File: src/rtl/jt12_eg_kon.sv
`default_nettype none
// ============================================================================
// Module   : jt12_eg_kon
// Purpose  : Key-on sequencer for the time-multiplexed envelope generator.
//            Holds the 24 per-operator key states written through the key
//            register (0x28). It steps a 24-slot operator counter and raises
//            one-cycle keyon_II / keyoff_II strobes when the key state of the
//            slot now entering EG stage II has changed since its last visit.
//            It also produces the `zero` frame pulse and the slot, channel and
//            operator indices used by the rest of the FM core.
// Ports    : clk, rst        clock, synchronous active-high reset
//            cen             clock enable; slot and edge history advance only
//                            when high
//            wr_kon, din     key-register write strobe and data
//                            (din[7:4] operator mask S1,S2,S3,S4; din[2:0]
//                            channel code)
//            slot, ch, op    current stage-II slot and its channel/operator
//            keyon_II        key-on edge strobe for the current slot
//            keyoff_II       key-off edge strobe for the current slot
//            zero            frame pulse at slot ZERO_SLOT
//            kon_state       current key-state register
// Revision : 1.0 - initial release
// ============================================================================
module jt12_eg_kon #(
    parameter int ZERO_SLOT = 23
) (
    input  logic        clk,
    input  logic        rst,
    input  logic        cen,
    input  logic        wr_kon,
    input  logic [7:0]  din,
    output logic [4:0]  slot,
    output logic [2:0]  ch,
    output logic [1:0]  op,
    output logic        keyon_II,
    output logic        keyoff_II,
    output logic        zero,
    output logic [23:0] kon_state
);

    localparam logic [4:0]  c_last_slot = 5'd23;
    localparam logic [4:0]  c_zero_slot = ZERO_SLOT[4:0];
    // Bits 0, 6, 12 and 18: the four operator slots of channel 0.
    localparam logic [23:0] c_ch0_mask  = 24'h041041;

    logic [4:0]  r_slot;
    logic [23:0] r_kon_cur;
    logic [23:0] r_kon_last;

    // ------------------------------------------------------------------------
    // Slot decode. Slots are grouped in blocks of six channels, with the
    // groups in operator order S1, S3, S2, S4.
    // ------------------------------------------------------------------------
    logic [1:0] w_grp;
    logic [2:0] w_grp_base;

    always_comb begin
        w_grp      = 2'd3;
        w_grp_base = 3'd2;          // 18 mod 8
        if (r_slot < 5'd6) begin
            w_grp      = 2'd0;
            w_grp_base = 3'd0;
        end else if (r_slot < 5'd12) begin
            w_grp      = 2'd1;
            w_grp_base = 3'd6;
        end else if (r_slot < 5'd18) begin
            w_grp      = 2'd2;
            w_grp_base = 3'd4;      // 12 mod 8
        end
    end

    // The channel is below 6, so subtracting the group base modulo 8 on the
    // low three bits gives slot mod 6 without a full-width subtractor.
    logic [2:0] w_ch;
    assign w_ch = r_slot[2:0] - w_grp_base;

    // Group order S1,S3,S2,S4 maps to operator 0,2,1,3: swap the group bits.
    logic [1:0] w_op;
    assign w_op = {w_grp[0], w_grp[1]};

    // ------------------------------------------------------------------------
    // Key-register write decode. Codes 3 and 7 do not address a channel and
    // the whole write is dropped. din[3] carries no meaning.
    // ------------------------------------------------------------------------
    logic       w_wr_valid;
    logic [2:0] w_wr_ch;
    logic       w_unused_din3;

    assign w_unused_din3 = din[3];
    assign w_wr_valid    = wr_kon && (din[1:0] != 2'b11);
    assign w_wr_ch       = {1'b0, din[1:0]} + (din[2] ? 3'd3 : 3'd0);

    // Operator bits placed at their channel-0 slot positions (S1 at 0, S3 at
    // 6, S2 at 12, S4 at 18), then shifted to the addressed channel.
    logic [23:0] w_wr_val_ch0;
    logic [23:0] w_wr_mask;
    logic [23:0] w_wr_val;

    assign w_wr_val_ch0 = {5'd0, din[7], 5'd0, din[5], 5'd0, din[6], 5'd0, din[4]};
    assign w_wr_mask    = c_ch0_mask << w_wr_ch;
    assign w_wr_val     = w_wr_val_ch0 << w_wr_ch;

    // ------------------------------------------------------------------------
    // Edge detection on the slot being evaluated. Both values come from
    // registers, so a write landing in this cycle is not seen until the
    // slot's next visit.
    // ------------------------------------------------------------------------
    logic [23:0] w_slot_1h;
    logic        w_cur_bit;
    logic        w_last_bit;

    assign w_slot_1h  = 24'd1 << r_slot;
    assign w_cur_bit  = |(r_kon_cur  & w_slot_1h);
    assign w_last_bit = |(r_kon_last & w_slot_1h);

    // ------------------------------------------------------------------------
    // Registers
    // ------------------------------------------------------------------------
    always_ff @(posedge clk) begin
        if (rst) begin
            r_slot <= 5'd0;
        end else if (cen) begin
            r_slot <= (r_slot == c_last_slot) ? 5'd0 : r_slot + 5'd1;
        end
    end

    // Writes are taken regardless of cen.
    always_ff @(posedge clk) begin
        if (rst) begin
            r_kon_cur <= 24'd0;
        end else if (w_wr_valid) begin
            r_kon_cur <= (r_kon_cur & ~w_wr_mask) | (w_wr_val & w_wr_mask);
        end
    end

    // History is captured from the pre-write state, so a key toggled on and
    // back off before its slot comes round leaves no strobe behind.
    always_ff @(posedge clk) begin
        if (rst) begin
            r_kon_last <= 24'd0;
        end else if (cen) begin
            r_kon_last <= (r_kon_last & ~w_slot_1h) | (r_kon_cur & w_slot_1h);
        end
    end

    // ------------------------------------------------------------------------
    // Outputs
    // ------------------------------------------------------------------------
    assign slot      = r_slot;
    assign ch        = w_ch;
    assign op        = w_op;
    assign keyon_II  = cen &  w_cur_bit & ~w_last_bit;
    assign keyoff_II = cen & ~w_cur_bit &  w_last_bit;
    assign zero      = cen & (r_slot == c_zero_slot);
    assign kon_state = r_kon_cur;

endmodule
`default_nettype wire

File: config.mk
export PLATFORM = sky130hd
export DESIGN_NAME = jt12_eg_kon
export DESIGN_NICKNAME = d
export VERILOG_FILES = /design/src/rtl/jt12_eg_kon.sv
export SDC_FILE = /design/constraint.sdc
export NUM_CORES = 1
export LEC_CHECK = 0
export CAP_MARGIN = 20
export CORE_MARGIN = 5
export CORE_UTILIZATION = 45
export CTS_CLUSTER_SIZE = 10
export DETAILED_ROUTE_END_ITERATION = 10
export GPL_ROUTABILITY_DRIVEN = 0
export GPL_TIMING_DRIVEN = 0
export PLACE_DENSITY = 0.7
export REMOVE_ABC_BUFFERS = 1
export SLEW_MARGIN = 30
export SYNTH_ARGS = -nofsm -noshare
export SYNTH_HDL_FRONTEND = slang
export SYNTH_SLANG_ARGS = --single-unit
File: constraint.sdc
create_clock -name clk -period 3.9 [get_ports clk]
set_input_delay 0.78 -clock clk [delete_from_list [all_inputs] [get_ports clk]]
set_output_delay 0.78 -clock clk [all_outputs]
set_load 0.01 [all_outputs]
==> results <==
- The run finished with clean final reports.
- In this run the horizontal extent of the chip is 89.8 um.
- Before CTS, the worst setup slack after placement is -0.0622 ns.
- The via count of the first global-routing pass is 2,428.
- The die covers 0.00806 mm^2.
- The kind of cell with the highest combined delay along the critical path is compound AO/OA/AOI/OAI gates.
- The HPWL after detailed placement is 5210 um.
- The beginning of the worst register-to-register path is slot[1].
- The worst path needs 3.68 ns of the cycle, external delays included.
- The cell accounting for the most synthesized area is sky130_fd_sc_hd__dfxtp_1.
- Counting instances, the worst hold path has a depth of 2.
- Clock tree synthesis found a total of 53 sinks.
- The worst setup skew after layout is 0.00415 ns.
- At the later pin of the worst-skew pair, clock insertion delay measures 0.30 ns.
- The arrival time of data at the critical path endpoint is 2.90 ns.
- The floorplan step defined a core boundary enclosing 0.00628 mm^2.
- The final-stage net count is 380.
- The maximum fanout count along the critical path is 9.
- The layout overhead on the synthesized area is 21.3%.
- TritonCTS created 5 clock buffers.
- The parity-gate share of the synthesized area counting xor and xnor cells is 0.00918.
- The setup TNS is 0 ns.
- The largest net degree at the start of global routing is 33.
- The number of antenna diodes in the final layout is 0.
- The analysis attributes to cell leakage a power of 1.32 nW.
- Overall power consumption after layout is estimated at 0.00111 W.
- The total number of vias is 2,515.
- The slowest cell on the critical path is sky130_fd_sc_hd__clkdlybuf4s50_1.
- The largest single stage delay on the critical path is 0.55 ns.
- Timing would allow up to 272 MHz.
- The register bit total from synthesis is 53.
- The worst setup path is launched from a flip-flop.
- After synthesis, the share of cell area in mux cells is 0.199.
- The max-slew violation total from the final report is 0.
- The top-level port count is 49.
- The routed wirelength normalized by instance count is 17.0 um.
- The area fraction in compound gates after synthesis was 0.0970.
- The portion of the post-synthesis area used by sequential elements is 0.371.
- The most used flip-flop cell after synthesis is sky130_fd_sc_hd__dfxtp_1.
- In this run the vertical extent of the chip is 89.8 um.
- The number of warnings reported in the yosys synthesis log is 0.
- The netlist uses 50 different library cells.
- The path category of the worst min-delay check is flip-flop to flip-flop.
- Of the post-synthesis cell area, the dominant cell type holds 0.371.
- The number of filler instances in the final layout is 600.
- The simple-gate area share of the yosys netlist is 0.230.
- For the worst setup path, the data required time is 3.12 ns.
- In this run the power density over the cells is 319 mW/mm^2.
- Of the total synthesized cell area, the portion taken by full adders, half adders and majority gates is 0.0420.
- The initialized floorplan defines 29 standard-cell rows.
- Setup violations remaining at the end of the flow were counted as 0.
- The combined area of all synthesized cells is 0.00286 mm^2.
- Hold repair after CTS inserted 0 buffers.
- The element type at the critical path end is a primary output.
- Of the cells placed in the final design, the portion with a size suffix greater than 1 is 0.0667.
- For this run, design rule violations remaining after detail routing come to 0.
- The count of H-tree levels built during CTS is 2.
- Setup repair after global routing left no endpoint under its margin.
- The post-detailed-routing wire length is 7420 um.
- The start-to-end type of the worst setup path is flip-flop to primary output.
- The total routing usage reported by global routing is 0.181.
- The synthesized area per cell is 8.81 um^2.
- The post-route core utilization is 0.553.
- The number of endpoints with negative hold slack in the final report is 0.
- Summed over all layers, the global routing overflow is 0.
- The clock root buffer is sky130_fd_sc_hd__clkbuf_8.
- The remaining number of nets flagged by the antenna check after routing is 0.
- The detailed router finished its first iteration with 265 violations.
- TritonCTS built the clock tree.
- The number of instances in the synthesized netlist is 325.
- The maximum VDD drop is 0.165 mV.
- After detailed routing, the number of vias per cell comes to 5.76.
- In the post-synthesis netlist, the biggest area contributors are sky130_fd_sc_hd__dfxtp_1 37%, sky130_fd_sc_hd__mux2i_1 18%, sky130_fd_sc_hd__nor2_1 8.7%.
- The cell that appears most often on the critical path is sky130_fd_sc_hd__ha_1.
- The measured slew at the worst slew-check pin is 0.816 ns.
- Clock-pin slew was measured on the worst setup and hold paths at 0.09 ns.
- Across all register-to-register paths, the minimum setup slack is 2.09 ns.
- The first-pass GRT wire length is 12,300 um.
- The number of port buffers is 47.
- The number of antenna violations at the first check in global routing came to 0.
- The buffer and inverter count on the worst path is 1.
- The number of enable-type register cells in the synthesized netlist is 0.
- The relative slew slack is 0.455.
- Walking the worst path, the cells encountered are ha_1, ha_1, a221oi_1, o21ai_0, a22oi_1, o2111ai_1, nor3b_2, clkdlybuf4s50_1.
- Max-cap violations in this run came to 0.
- The number of iterations in the first detailed-routing pass is 5.
- The number of cells on the worst reg-to-reg path is 6.
- The share of flip-flops with an asynchronous set or reset is 0.
- In the finished design, the share of the clock period the worst path needs comes to 0.943.
- The setup slack after layout is 0.224 ns.
- The clock passes through at most 2 buffers.
- The initial utilization of the core area, before any placement, comes to 0.456.
- The largest family of logic cells by synthesized area is simple AND/OR/NAND/NOR gates.
[worst max-delay path by stage]
stage,depth (start not counted),startpoint,to
finish,8,slot[1],keyon_II
global route,8,slot[1],keyon_II
CTS,8,slot[2],keyon_II
detailed placement,8,slot[2],keyon_II
global placement,8,slot[2],keyon_II
floorplan,7,slot[2],keyon_II
[per-stage QoR]
| step | instance area, um^2 | cells | hold slack (ns) |
|---|---|---|---|
| after floorplan | 2740 | 302 | 0.430 |
| after global placement | 3300 | 426 | 0.449 |
| after detailed placement | 3330 | 427 | 0.451 |
| after CTS | 3450 | 436 | 0.464 |
| after global routing | 3470 | 437 | 0.491 |
| final | 3470 | 437 | 0.469 |
[kinds of logic (layout without fill, tap and decap cells)]
family | Yosys count | in the layout
AND/OR/NAND/NOR | 140 | 140
multiplexers | 54 | 54
flip-flops | 53 | 53
AO/OA/AOI/OAI | 37 | 37
buffers and inverters | 29 | 64
adder cells (fa/ha/maj) | 9 | 9
XOR/XNOR | 3 | 3
[layout by cell type (no fill, tap or decap), types with 6 or more instances in the layout]
cell type	synthesis	layout
sky130_fd_sc_hd__nand2b_1	6	6
sky130_fd_sc_hd__nor2b_1	7	7
sky130_fd_sc_hd__nand4_1	10	10
sky130_fd_sc_hd__nand3_1	15	15
sky130_fd_sc_hd__clkdlybuf4s50_1	0	46
sky130_fd_sc_hd__nand2_1	15	15
sky130_fd_sc_hd__nor3_1	7	7
sky130_fd_sc_hd__mux2i_1	51	51
sky130_fd_sc_hd__nor2_1	66	66
sky130_fd_sc_hd__a22oi_1	6	6
sky130_fd_sc_hd__a21oi_1	7	7
sky130_fd_sc_hd__ha_1	8	6
sky130_fd_sc_hd__dfxtp_1	53	50
[tightest hold or removal path: cells and delay by family (launching register included)]
kind,cells,cell delay (ns)
AO/OA/AOI/OAI,1,0.05
flip-flops,1,0.32
AND/OR/NAND/NOR,1,0.05
[cell usage after synthesis (5+ instances only)]
| library cell | number |
|---|---|
| sky130_fd_sc_hd__nor2_1 | 66 |
| sky130_fd_sc_hd__dfxtp_1 | 53 |
| sky130_fd_sc_hd__mux2i_1 | 51 |
| sky130_fd_sc_hd__nand2_1 | 15 |
| sky130_fd_sc_hd__nand3_1 | 15 |
| sky130_fd_sc_hd__clkbuf_1 | 14 |
| sky130_fd_sc_hd__nand4_1 | 10 |
| sky130_fd_sc_hd__ha_1 | 8 |
| sky130_fd_sc_hd__a21oi_1 | 7 |
| sky130_fd_sc_hd__nor2b_1 | 7 |
| sky130_fd_sc_hd__nor3_1 | 7 |
| sky130_fd_sc_hd__a22oi_1 | 6 |
| sky130_fd_sc_hd__nand2b_1 | 6 |
| sky130_fd_sc_hd__and3_1 | 5 |
| sky130_fd_sc_hd__inv_1 | 5 |
| sky130_fd_sc_hd__o21ai_0 | 5 |
[timing repair]
action	CTS	global route
gates cloned	0	0
endpoints found under the setup margin	2	2
pin swaps	0	0
setup buffers	1	1
resized for setup	2	3
[power by group]
part           internal, W  switching (W)
Clock             0.000193       0.000184
Combinational    0.0000755      0.0000880
Sequential        0.000551      0.0000177
[routing by layer]
layer	vias up	global-route usage	part of all wire
met3	4	0.0317	0.066
met4	0	0.0390	0.0063
met1	1200	0.248	0.45
li1	1217	-	-
met2	94	0.297	0.48
met5	-	0	0
[layout make-up]
cell class	instances	area, um^2	area share
Clock inverter	2	38.8	0.0112
Timing Repair Buffer	50	512	0.147
Sequential cell	53	1070	0.307
Tap cell	77	96.3	0.0277
Clock buffer	6	72.6	0.0209
Inverter	6	22.5	0.00648
Multi-Input combinational cell	243	1660	0.479
(Power assumes the default switching activity.)
